===== config.mk =====
export PLATFORM = sky130hd
export DESIGN_NAME = calc_resp_engine
export DESIGN_NICKNAME = d
export VERILOG_FILES = /design/src/rtl/calc_pkg.sv /design/src/rtl/calc_req_fifo.sv /design/src/rtl/calc_resp_engine.sv
export SDC_FILE = /design/constraint.sdc
export NUM_CORES = 2
export LEC_CHECK = 0
export CORE_UTILIZATION = 60
export CTS_BUF_LIST = sky130_fd_sc_hd__clkbuf_4
export DETAILED_ROUTE_END_ITERATION = 10
export PLACE_DENSITY_LB_ADDON = 0.3
export SYNTH_ARGS = -nofsm -noshare
export SYNTH_HDL_FRONTEND = slang
export SYNTH_SLANG_ARGS = --single-unit

===== constraint.sdc =====
create_clock -name c_clk -period 17.1 [get_ports c_clk]
set_input_delay 2.565 -clock c_clk [delete_from_list [all_inputs] [get_ports c_clk]]
set_output_delay 2.565 -clock c_clk [all_outputs]
set_load 0.03 [all_outputs]

===== src/rtl/calc_pkg.sv =====
// ---------------------------------------------------------------------------
// calc_pkg
// Shared definitions for the calculator response engine: command and
// response codes, field widths and the request-queue entry layout.
// No ports (package).
// ---------------------------------------------------------------------------
package calc_pkg;

  localparam int DATA_W   = 32;
  localparam int IDX_W    = 4;
  localparam int TAG_W    = 2;
  localparam int CMD_W    = 4;
  localparam int RESP_W   = 2;
  localparam int SHAMT_W  = 5;
  localparam int NUM_REGS = 16;

  typedef enum logic [CMD_W-1:0] {
    NOP   = 4'd0,
    ADD   = 4'd1,
    SUB   = 4'd2,
    SHL   = 4'd5,
    SHR   = 4'd6,
    STORE = 4'd9,
    FETCH = 4'd10
  } cmd_e;

  typedef enum logic [RESP_W-1:0] {
    NONE = 2'd0,
    OK   = 2'd1,
    ERR  = 2'd2
  } resp_e;

  // The raw command code is kept (not cmd_e) so that undefined codes survive
  // the queue and can be answered with an error response.
  typedef struct packed {
    logic [CMD_W-1:0]  cmd;
    logic [IDX_W-1:0]  d1;
    logic [IDX_W-1:0]  d2;
    logic [IDX_W-1:0]  r1;
    logic [TAG_W-1:0]  tag;
    logic [DATA_W-1:0] data;
  } fifo_entry_t;

endpackage


===== src/rtl/calc_req_fifo.sv =====
// ---------------------------------------------------------------------------
// calc_req_fifo
// In-order request queue holding fifo_entry_t records.
// Ports:
//   clk_i    - rising-edge clock
//   rst_ni   - asynchronous active-low reset, empties the queue
//   push_i   - write wdata_i at the tail (ignored when full)
//   wdata_i  - entry to enqueue
//   pop_i    - remove the head (ignored when empty)
//   rdata_o  - current head entry
//   count_o  - number of stored entries
//   full_o   - count_o == DEPTH
//   empty_o  - count_o == 0
// ---------------------------------------------------------------------------
module calc_req_fifo
  import calc_pkg::*;
#(
  parameter int DEPTH = 4,
  localparam int CW = $clog2(DEPTH + 1)
) (
  input  logic          clk_i,
  input  logic          rst_ni,
  input  logic          push_i,
  input  fifo_entry_t   wdata_i,
  input  logic          pop_i,
  output fifo_entry_t   rdata_o,
  output logic [CW-1:0] count_o,
  output logic          full_o,
  output logic          empty_o
);

  localparam int PW = (DEPTH > 1) ? $clog2(DEPTH) : 1;
  localparam logic [PW-1:0] LAST_PTR = PW'(DEPTH - 1);

  fifo_entry_t   mem_q [DEPTH];
  logic [PW-1:0] wr_ptr_q, rd_ptr_q;
  logic [CW-1:0] count_q;
  logic          do_push, do_pop;

  assign full_o  = (count_q == CW'(DEPTH));
  assign empty_o = (count_q == '0);
  assign count_o = count_q;
  assign rdata_o = mem_q[rd_ptr_q];

  assign do_push = push_i && !full_o;
  assign do_pop  = pop_i && !empty_o;

  // Pointers wrap explicitly so non-power-of-two depths work.
  always_ff @(posedge clk_i or negedge rst_ni) begin
    if (!rst_ni) begin
      wr_ptr_q <= '0;
      rd_ptr_q <= '0;
      count_q  <= '0;
    end else begin
      if (do_push) begin
        wr_ptr_q <= (wr_ptr_q == LAST_PTR) ? '0 : wr_ptr_q + 1'b1;
      end
      if (do_pop) begin
        rd_ptr_q <= (rd_ptr_q == LAST_PTR) ? '0 : rd_ptr_q + 1'b1;
      end
      case ({do_push, do_pop})
        2'b10:   count_q <= count_q + 1'b1;
        2'b01:   count_q <= count_q - 1'b1;
        default: count_q <= count_q;
      endcase
    end
  end

  // Storage needs no reset: entries are only read once counted as valid.
  always_ff @(posedge clk_i) begin
    if (do_push) begin
      mem_q[wr_ptr_q] <= wdata_i;
    end
  end

endmodule


===== src/rtl/calc_resp_engine.sv =====
// ---------------------------------------------------------------------------
// calc_resp_engine
// Accepts calculator requests into an in-order queue and executes one queued
// request per clock against a 16 x 32-bit register file, returning a
// one-cycle response (code, tag, data) for every accepted request.
// Ports:
//   c_clk     - rising-edge clock
//   reset_n   - asynchronous active-low reset
//   req_cmd   - command code, 0 = no request
//   req_d1/d2 - source register indices
//   req_r1    - destination register index
//   req_tag   - request tag, echoed on the response
//   req_data  - store operand
//   req_ready - a nonzero req_cmd is accepted at the next edge when 1
//   out_resp  - 0 none, 1 success, 2 error
//   out_tag   - tag of the response
//   out_data  - fetch result (0 for every other response)
// ---------------------------------------------------------------------------
module calc_resp_engine
  import calc_pkg::*;
#(
  parameter int FIFO_DEPTH = 4
) (
  input  logic              c_clk,
  input  logic              reset_n,
  input  logic [CMD_W-1:0]  req_cmd,
  input  logic [IDX_W-1:0]  req_d1,
  input  logic [IDX_W-1:0]  req_d2,
  input  logic [IDX_W-1:0]  req_r1,
  input  logic [TAG_W-1:0]  req_tag,
  input  logic [DATA_W-1:0] req_data,
  output logic              req_ready,
  output logic [RESP_W-1:0] out_resp,
  output logic [TAG_W-1:0]  out_tag,
  output logic [DATA_W-1:0] out_data
);

  localparam int CW = $clog2(FIFO_DEPTH + 1);
  localparam logic [CW:0] DEPTH_C = (CW + 1)'(FIFO_DEPTH);

  fifo_entry_t       push_entry, head;
  logic [CW-1:0]     fifo_count;
  logic              fifo_full, fifo_empty;
  logic              push, pop;
  logic [CW:0]       count_nxt;

  logic              req_ready_q, req_ready_d;
  resp_e             resp_q, resp_d;
  logic [TAG_W-1:0]  tag_q, tag_d;
  logic [DATA_W-1:0] data_q, data_d;

  logic [DATA_W-1:0] regs_q [NUM_REGS];
  logic [DATA_W-1:0] op_a, op_b, wr_val;
  logic [DATA_W:0]   sum;
  logic              wr_en;

  assign push_entry = '{cmd: req_cmd, d1: req_d1, d2: req_d2, r1: req_r1,
                        tag: req_tag, data: req_data};

  assign push = (req_cmd != '0) && req_ready_q && !fifo_full;
  assign pop  = !fifo_empty;

  calc_req_fifo #(.DEPTH(FIFO_DEPTH)) u_fifo (
    .clk_i   (c_clk),
    .rst_ni  (reset_n),
    .push_i  (push),
    .wdata_i (push_entry),
    .pop_i   (pop),
    .rdata_o (head),
    .count_o (fifo_count),
    .full_o  (fifo_full),
    .empty_o (fifo_empty)
  );

  // Ready is registered from the post-edge occupancy so it is glitch-free
  // and stays low throughout reset.
  assign count_nxt   = {1'b0, fifo_count} + {{CW{1'b0}}, push} - {{CW{1'b0}}, pop};
  assign req_ready_d = (count_nxt < DEPTH_C);

  assign op_a = regs_q[head.d1];
  assign op_b = regs_q[head.d2];
  assign sum  = {1'b0, op_a} + {1'b0, op_b};

  // Execute the queue head: response code, echoed tag, fetch data and the
  // optional register write. Error cases never write the destination.
  always_comb begin
    resp_d = NONE;
    tag_d  = '0;
    data_d = '0;
    wr_en  = 1'b0;
    wr_val = '0;
    if (pop) begin
      tag_d = head.tag;
      case (head.cmd)
        ADD: begin
          if (sum[DATA_W]) begin
            resp_d = ERR;
          end else begin
            resp_d = OK;
            wr_en  = 1'b1;
            wr_val = sum[DATA_W-1:0];
          end
        end
        SUB: begin
          if (op_b > op_a) begin
            resp_d = ERR;
          end else begin
            resp_d = OK;
            wr_en  = 1'b1;
            wr_val = op_a - op_b;
          end
        end
        SHL: begin
          resp_d = OK;
          wr_en  = 1'b1;
          wr_val = op_a << op_b[SHAMT_W-1:0];
        end
        SHR: begin
          resp_d = OK;
          wr_en  = 1'b1;
          wr_val = op_a >> op_b[SHAMT_W-1:0];
        end
        STORE: begin
          resp_d = OK;
          wr_en  = 1'b1;
          wr_val = head.data;
        end
        FETCH: begin
          resp_d = OK;
          data_d = op_a;
        end
        default: resp_d = ERR;
      endcase
    end
  end

  // The write lands at the executing edge, so the next popped request
  // already sees it through op_a/op_b.
  always_ff @(posedge c_clk or negedge reset_n) begin
    if (!reset_n) begin
      req_ready_q <= 1'b0;
      resp_q      <= NONE;
      tag_q       <= '0;
      data_q      <= '0;
      for (int i = 0; i < NUM_REGS; i++) begin
        regs_q[i] <= '0;
      end
    end else begin
      req_ready_q <= req_ready_d;
      resp_q      <= resp_d;
      tag_q       <= tag_d;
      data_q      <= data_d;
      if (wr_en) begin
        regs_q[head.r1] <= wr_val;
      end
    end
  end

  assign req_ready = req_ready_q;
  assign out_resp  = resp_q;
  assign out_tag   = tag_q;
  assign out_data  = data_q;

endmodule


Word level (Yosys, flattened, before mapping)
Memory sizes are Yosys's and may differ from the RTL's.
Index checks and enable logic that the tools add are counted.
W data, S select, Z words.

word-level totals
  memories kept = 1
  RAM bits = 200
  word-level logic and storage cells = 94
  bits in registers = 556
  bits of input ports = 52
  output and inout port bits = 37

operators by class
  shift-type cells = 2
  add/subtract/negate cells = 8
  reductions and logical operators = 11
  $lt $le $gt $ge = 6
  muxes and demuxes = 29
  equality and inequality tests = 11
  bitwise gates (word level) = 3

memory list
  name          depth  width  rd ports  clocked after Yosys merged registers in  wr ports  RTL line             text
  u_fifo.mem_q  4      50     1         0                                        1         calc_req_fifo.sv:35  fifo_entry_t mem_q [DEPTH];

operators by type and width
  operator               number
  $bwmux W512            1
  $mux W32               10
  $bmux W32 S4           2
  $pmux W32 S5           1
  $demux W32 S4          1
  $add A32 B32 Y33       1
  $gt A32 B32 Y1         1
  $shl A32 B5 Y32        1
  $shr A32 B5 Y32        1
  $sub A32 B32 Y32       1
  $ge A5 B5 Y1 const B   3
  $not A4 Y5             3
  $mux W2                6
  $eq A4 B3 Y1 const B   2
  $eq A4 B4 Y1 const B   2
  $eq A2 B2 Y1 const B   3
  $pmux W2 S3            1
  $pmux W3 S2            1
  $lt A5 B1 Y1 const B   1
  $mux W1                5
  $add A2 B1 Y2 const B  2
  $add A3 B1 Y4          1
  $eq A4 B1 Y1 const B   1
  $eq A4 B2 Y1 const B   1
  14 further kinds       18

Depth between registers and ports, before layout
An unclocked memory read counts as a cell.

  word-level depth = 10
  gate-level depth with buffers = 28
  mapped depth without buffers = 19

Modules after synthesis
Synthesis repeated with hierarchy kept, for this count alone.

unflattened totals
  cell total of the unflattened synthesis = 3728
  area, all modules = 42110.4 sq um

modules (own cells, without submodules)
  module            instances  cells each  seq. area each (sq um)  area each (sq um)
  calc_resp_engine  1          3425        13738.2                 34459.3
  calc_req_fifo     1          303         6180.9                  7651.1

Worst setup path after synthesis
Ideal clock, no wire load.

  path type = reg2reg
  start = register u_fifo.rd_ptr_q[0]
  end = register regs_q[116] (netlist name)
  buffers on the path = 11
  clock period less this slack = 7.109 ns
  slack = 9.991 ns
  data arrival time = 6.973 ns
  cell stages (with the launch flop) = 29
  data required time = 16.963 ns
  cells stage by stage = dfrtp_1 -> buf_6 -> mux4_2 -> buf_6 -> buf_6 -> buf_2 -> buf_1 -> buf_1 -> mux4_2 -> nand2_1 -> a21oi_1 -> or2_2 -> ha_1 -> clkbuf_1 -> nor3b_1 -> nor3_1 -> o21ai_0 -> o2111ai_1 -> a31o_2 -> o221ai_1 -> nand2_1 -> buf_2 -> buf_1 -> clkbuf_1 -> a2bb2oi_1 -> a21oi_1 -> a211oi_1 -> clkbuf_1 -> mux2i_1

on the way
  longest elaborated chain between the ends = 10
  elaborated cells on any way between the ends = 35
  classes of those cells = 2 x add/sub; 3 x order compare; 5 x eq/ne; 2 x shift; 17 x mux; 3 x bitwise; 2 x reduce/logical; 1 x memory

RTL lines
  what                                            RTL line                                         text
  start, declared                                 calc_req_fifo.sv:36                              logic [PW-1:0] wr_ptr_q, rd_ptr_q;
  start signal, assigned                          calc_req_fifo.sv:59                              rd_ptr_q <= (rd_ptr_q == LAST_PTR) ? '0 : rd_ptr_q + 1'b1;
  $mem_v2 Z4 W50 (*)                              -
  $not A4 Y5 (on tied branches)                   calc_resp_engine.sv:80, calc_resp_engine.sv:81
  $bmux W32 S4 (on tied branches)                 calc_resp_engine.sv:80, calc_resp_engine.sv:81
  $mux W32 (on tied branches) (2 in series)       calc_resp_engine.sv:80, calc_resp_engine.sv:81
  $sub A32 B32 Y32, or another cell as far along  calc_resp_engine.sv:110                          wr_val = op_a - op_b;
  $mux W32 (on tied branches)                     calc_resp_engine.sv:105, calc_resp_engine.sv:96
  $pmux W32 S5                                    calc_resp_engine.sv:94                           case (head.cmd)
  $mux W32                                        calc_resp_engine.sv:92                           if (pop) begin
  $bwmux W512                                     calc_resp_engine.sv:154                          regs_q[head.r1] <= wr_val;
  end signal, assigned by index                   calc_resp_engine.sv:154
  end, declared                                   calc_resp_engine.sv:52                           logic [DATA_W-1:0] regs_q [NUM_REGS];

Every way passes the cells marked *; elsewhere a longest branch is shown, timed or not. The select of a mux whose other input is x is not followed.
A chain may end at the register's enable or synchronous reset.

Worst setup path after layout
  start = register u_fifo.rd_ptr_q[1]
  end = register regs_q[242] (netlist name)

The elaborated chain is that of the path after synthesis.

==> run summary <==
For this run, the leading register cell type out of synthesis is dfrtp_1. The relative area change from synthesis to final layout is 8.97%. The critical path goes through buf_4 -> mux4_2 -> inv_6 -> buf_4 -> mux2_2 -> a22o_1 -> nor2_1 -> inv_1 -> ha_1 -> fa_1 -> nor2b_1 -> o31a_1 -> o31a_1 -> o2111ai_1 -> a31o_2 -> o221ai_1 -> nand2_1 -> buf_4 -> or4_1 -> a22oi_1 -> or4_1 -> mux2_2.

In this design, the largest share of critical-path delay is due to buffers and inverters. After clock tree synthesis, the flow added hold-fix buffers numbering 0. The largest single stage delay on the critical path is 0.82 ns. The worst hold path class was reg -> reg. The number of clock buffers added by TritonCTS is 197. The worst clock skew on the final layout was 0.0845 ns; the buffers plus inverters on the worst setup path was 5. The number of nets in the synthesized netlist is 3983.

The arrival time at the worst endpoint is 11.07 ns. In this run the worst setup path begins at u_fifo.rd_ptr_q[1]. Final cycle utilization of the critical path: 0.593. CTS saw 756 sinks. The insertion delay to the later sink of the worst-skew pair is 1.07 ns. The net count of the finished layout is 4063. The routed design has 153000 µm of wire. The tools report the overall routing resource usage as 0.402.

Setup repair after global routing left no endpoint under its margin. The final critical path time including I/O delays and setup came out at 10.14 ns. 89 I/O pins were placed.

The logs give 45100 µm² for the combined area of all synthesized cells and 0 for the antenna violation net count after detailed routing. Global routing finished with a remaining overflow of 0. The number of DRC violations after detailed routing is 0, and the number of maximum-capacitance violations is 0.

The global-route wire length before repair was 227000 µm. For the relative slew slack, the log shows 0.155. For the pin with the worst max-slew slack, the measured transition is 1.26 ns. On the critical path, the stage with the largest delay is an instance of buf_4. Routability-driven placement finished with a final weighted congestion of 1.06.

The die is 276 µm wide. The synthesized design contains 200 enable-type register cells. The logs give 0.606 for the initial cell density of the core and 0 for the number of slew-limit violations in the final report. The largest driver fanout on the critical path was 69. Number of global-route vias before repair: 34700. After synthesis the netlist holds a flip-flop and latch count of 756. The logs give 3 for the maximum clock path buffer count and 0.0986 GHz for the maximum clock frequency.

The tools report the critical path capture point type as a flop. The tools report the clock tree root buffer cell as clkbuf_4. After legalization and detailed placement, the total HPWL measured 101000 µm. Share of cells above drive strength 1: 0.277. The routed length per instance works out to 30.3 µm. The launching point of the worst reg2reg path is u_fifo.rd_ptr_q[1]. The tools report the sequential element share of the synthesized area as 0.442. The number of antenna violations at the first check in global routing was 4.

After floorplanning, the core was sized to cover 74400 µm². After clock tree synthesis, the setup repair step added 0 buffers. Clock-pin slew was measured on the worst setup and hold paths at 0.07 ns. The site row count was 100.

Cell occurring most often along the worst timing path: buf_4. Data on the critical path is required at its endpoint by 18.03 ns. The number of gates resized after CTS was 0. The H-tree generated during clock tree synthesis spans 4 levels. The flow ran to the end, and the final reports show no timing, DRC or antenna violations. The yosys synthesis warning count came out at 0. Count of endpoints failing hold in the final timing report: 0. Floorplan die height: 276 µm. Synthesis handed over a netlist of 3853 instances. The tools report the total die area as 76300 µm².

The tools report the starting DRC count in detailed routing as 4114. The mean post-synth cell area is 11.7 µm², and the number of distinct standard cells referenced by the synthesized netlist is 98. Before antenna repair, the detailed router went through 6 iterations. In this run the most critical hold path is launched from regs_q[443].

The kind of start point of the critical path was a flop. Pin count of the biggest net entering global routing: 116. The count of port buffers added during placement is 88. The critical path is of the reg -> reg type. The proportion of register bits with asynchronous set or reset after synthesis is 0.735, and the final setup TNS is 0 ns. Dividing the detail-routed via count by the number of cells gives 6.91.

The run gives 0 as the final-report setup violation count. TritonCTS built the clock tree. For the total via count in the routed design, the log shows 34900.
## synth_stat cells, drive strengths merged (14+ instances only)
cell type  number  share of area
nor3           45         0.0050
o211ai         36         0.0060
a22oi          39         0.0066
mux4          159          0.079
or2            35         0.0049
nand3          48         0.0053
and2           16         0.0022
buf           186          0.023
o22ai          38         0.0053
dfrtp         556           0.31
mux2          472           0.12
a32oi          68          0.013
a211oi         22         0.0040
ha             75          0.021
nand2         392          0.033
nand2b         14         0.0019
a21oi         176          0.020
clkbuf        110         0.0092
o221ai         17         0.0033
nor2          164          0.014
nor2b          26         0.0038
edfxtp        200           0.13
o21ai          58         0.0064
mux2i         521           0.12
xnor2          14         0.0027
inv           134          0.011
## worst reg2reg max path, stage by stage, from the launching register on
cell and delay (ns):
dfrtp_2 0.80, buf_4 0.61, mux4_2 0.77, inv_6 0.80
buf_4 0.87, mux2_2 0.44, a22o_1 0.25, nor2_1 0.73
inv_1 0.23, ha_1 0.28, fa_1 0.44, nor2b_1 0.24
o31a_1 0.22, o31a_1 0.26, o2111ai_1 0.19, a31o_2 0.33
o221ai_1 0.28, nand2_1 0.26, buf_4 0.38, or4_1 0.51
a22oi_1 0.26, or4_1 0.58, mux2_2 0.28
## per-layer routing
| metal | global-route usage | vias to the layer above | wire length (µm) |
|---|---|---|---|
| li1 | - | 14700 | - |
| met1 | 0.548 | 17700 | 61700 |
| met2 | 0.605 | 2070 | 68300 |
| met3 | 0.0820 | 482 | 14300 |
| met4 | 0.221 | 2 | 8750 |
| met5 | 0 | - | 13 |
## cell type report
type                            count  area (µm²)
Tap cell                          969        1210
Multi-Input combinational cell   2666       23300
Fill cell                        5683       25300
Clock inverter                     50         383
Timing Repair Buffer              177        1550
Sequential cell                   756       19900
Clock buffer                      301        2260
Antenna cell                        1        2.50
Inverter                          135         519
## state kept, by name, indices dropped and copies added, names as in the netlist
register         flops
u_fifo.wr_ptr_q      2
u_fifo.rd_ptr_q      2
regs_q             512
u_fifo.count_o       3
req_ready            1
u_fifo.mem_q       200
out_resp             2
out_data            32
out_tag              2
## metrics by stage
stage,setup slack (ns),hold WS (ns),std cells,area (µm²),utilization
finish,6.96,0.524,5055,49100,0.660
global placement,7.33,0.493,4703,46500,0.625
CTS,7.24,0.528,5054,49100,0.660
detailed placement,7.36,0.507,4703,46500,0.625
global route,6.79,0.539,5055,49100,0.660
floorplan,9.99,0.481,3853,45100,-
## path summary, 6_finish.rpt
kind                                            to  cells past startpoint  slack [ns]
min in group asynchronous              regs_q[437]                      1        1.54
worst max-delay path                   regs_q[242]                     22        6.96
worst min register to register         regs_q[443]                      1        0.52
worst min-delay path                   regs_q[443]                      1        0.52
worst max register to register         regs_q[242]                     22        6.96
max in group asynchronous       u_fifo.rd_ptr_q[0]                      3       13.06
## cell families (layout without fill, tap and decap cells)
logic type,Yosys count,in the layout,share of synthesized area
adder cells (fa/ha/maj),78,78,0.0221
XOR/XNOR,19,19,0.00369
flip-flops,756,756,0.442
AO/OA/AOI/OAI,611,611,0.0948
AND/OR/NAND/NOR,806,806,0.0807
multiplexers,1152,1152,0.313
other,0,1,0
buffers and inverters,431,663,0.0439
## cells in the final DEF, fill, tap and decap left out, types with 36 or more instances in the layout
master           count
clkdlybuf4s50_1     87
mux2_2             466
mux4_2             154
o211ai_1            36
inv_1              129
nor2_1             159
mux2i_1            520
a22oi_1             38
nand3_1             48
edfxtp_1           200
nor3_1              44
o22ai_1             38
a32oi_1             68
o21ai_0             56
buf_4               89
clkbuf_4           301
a21oi_1            175
nand2_1            374
ha_1                75
dfrtp_1            554
Power is not shown: default switching activity piles up to over one toggle a cycle in this logic, so the estimate is an artifact.
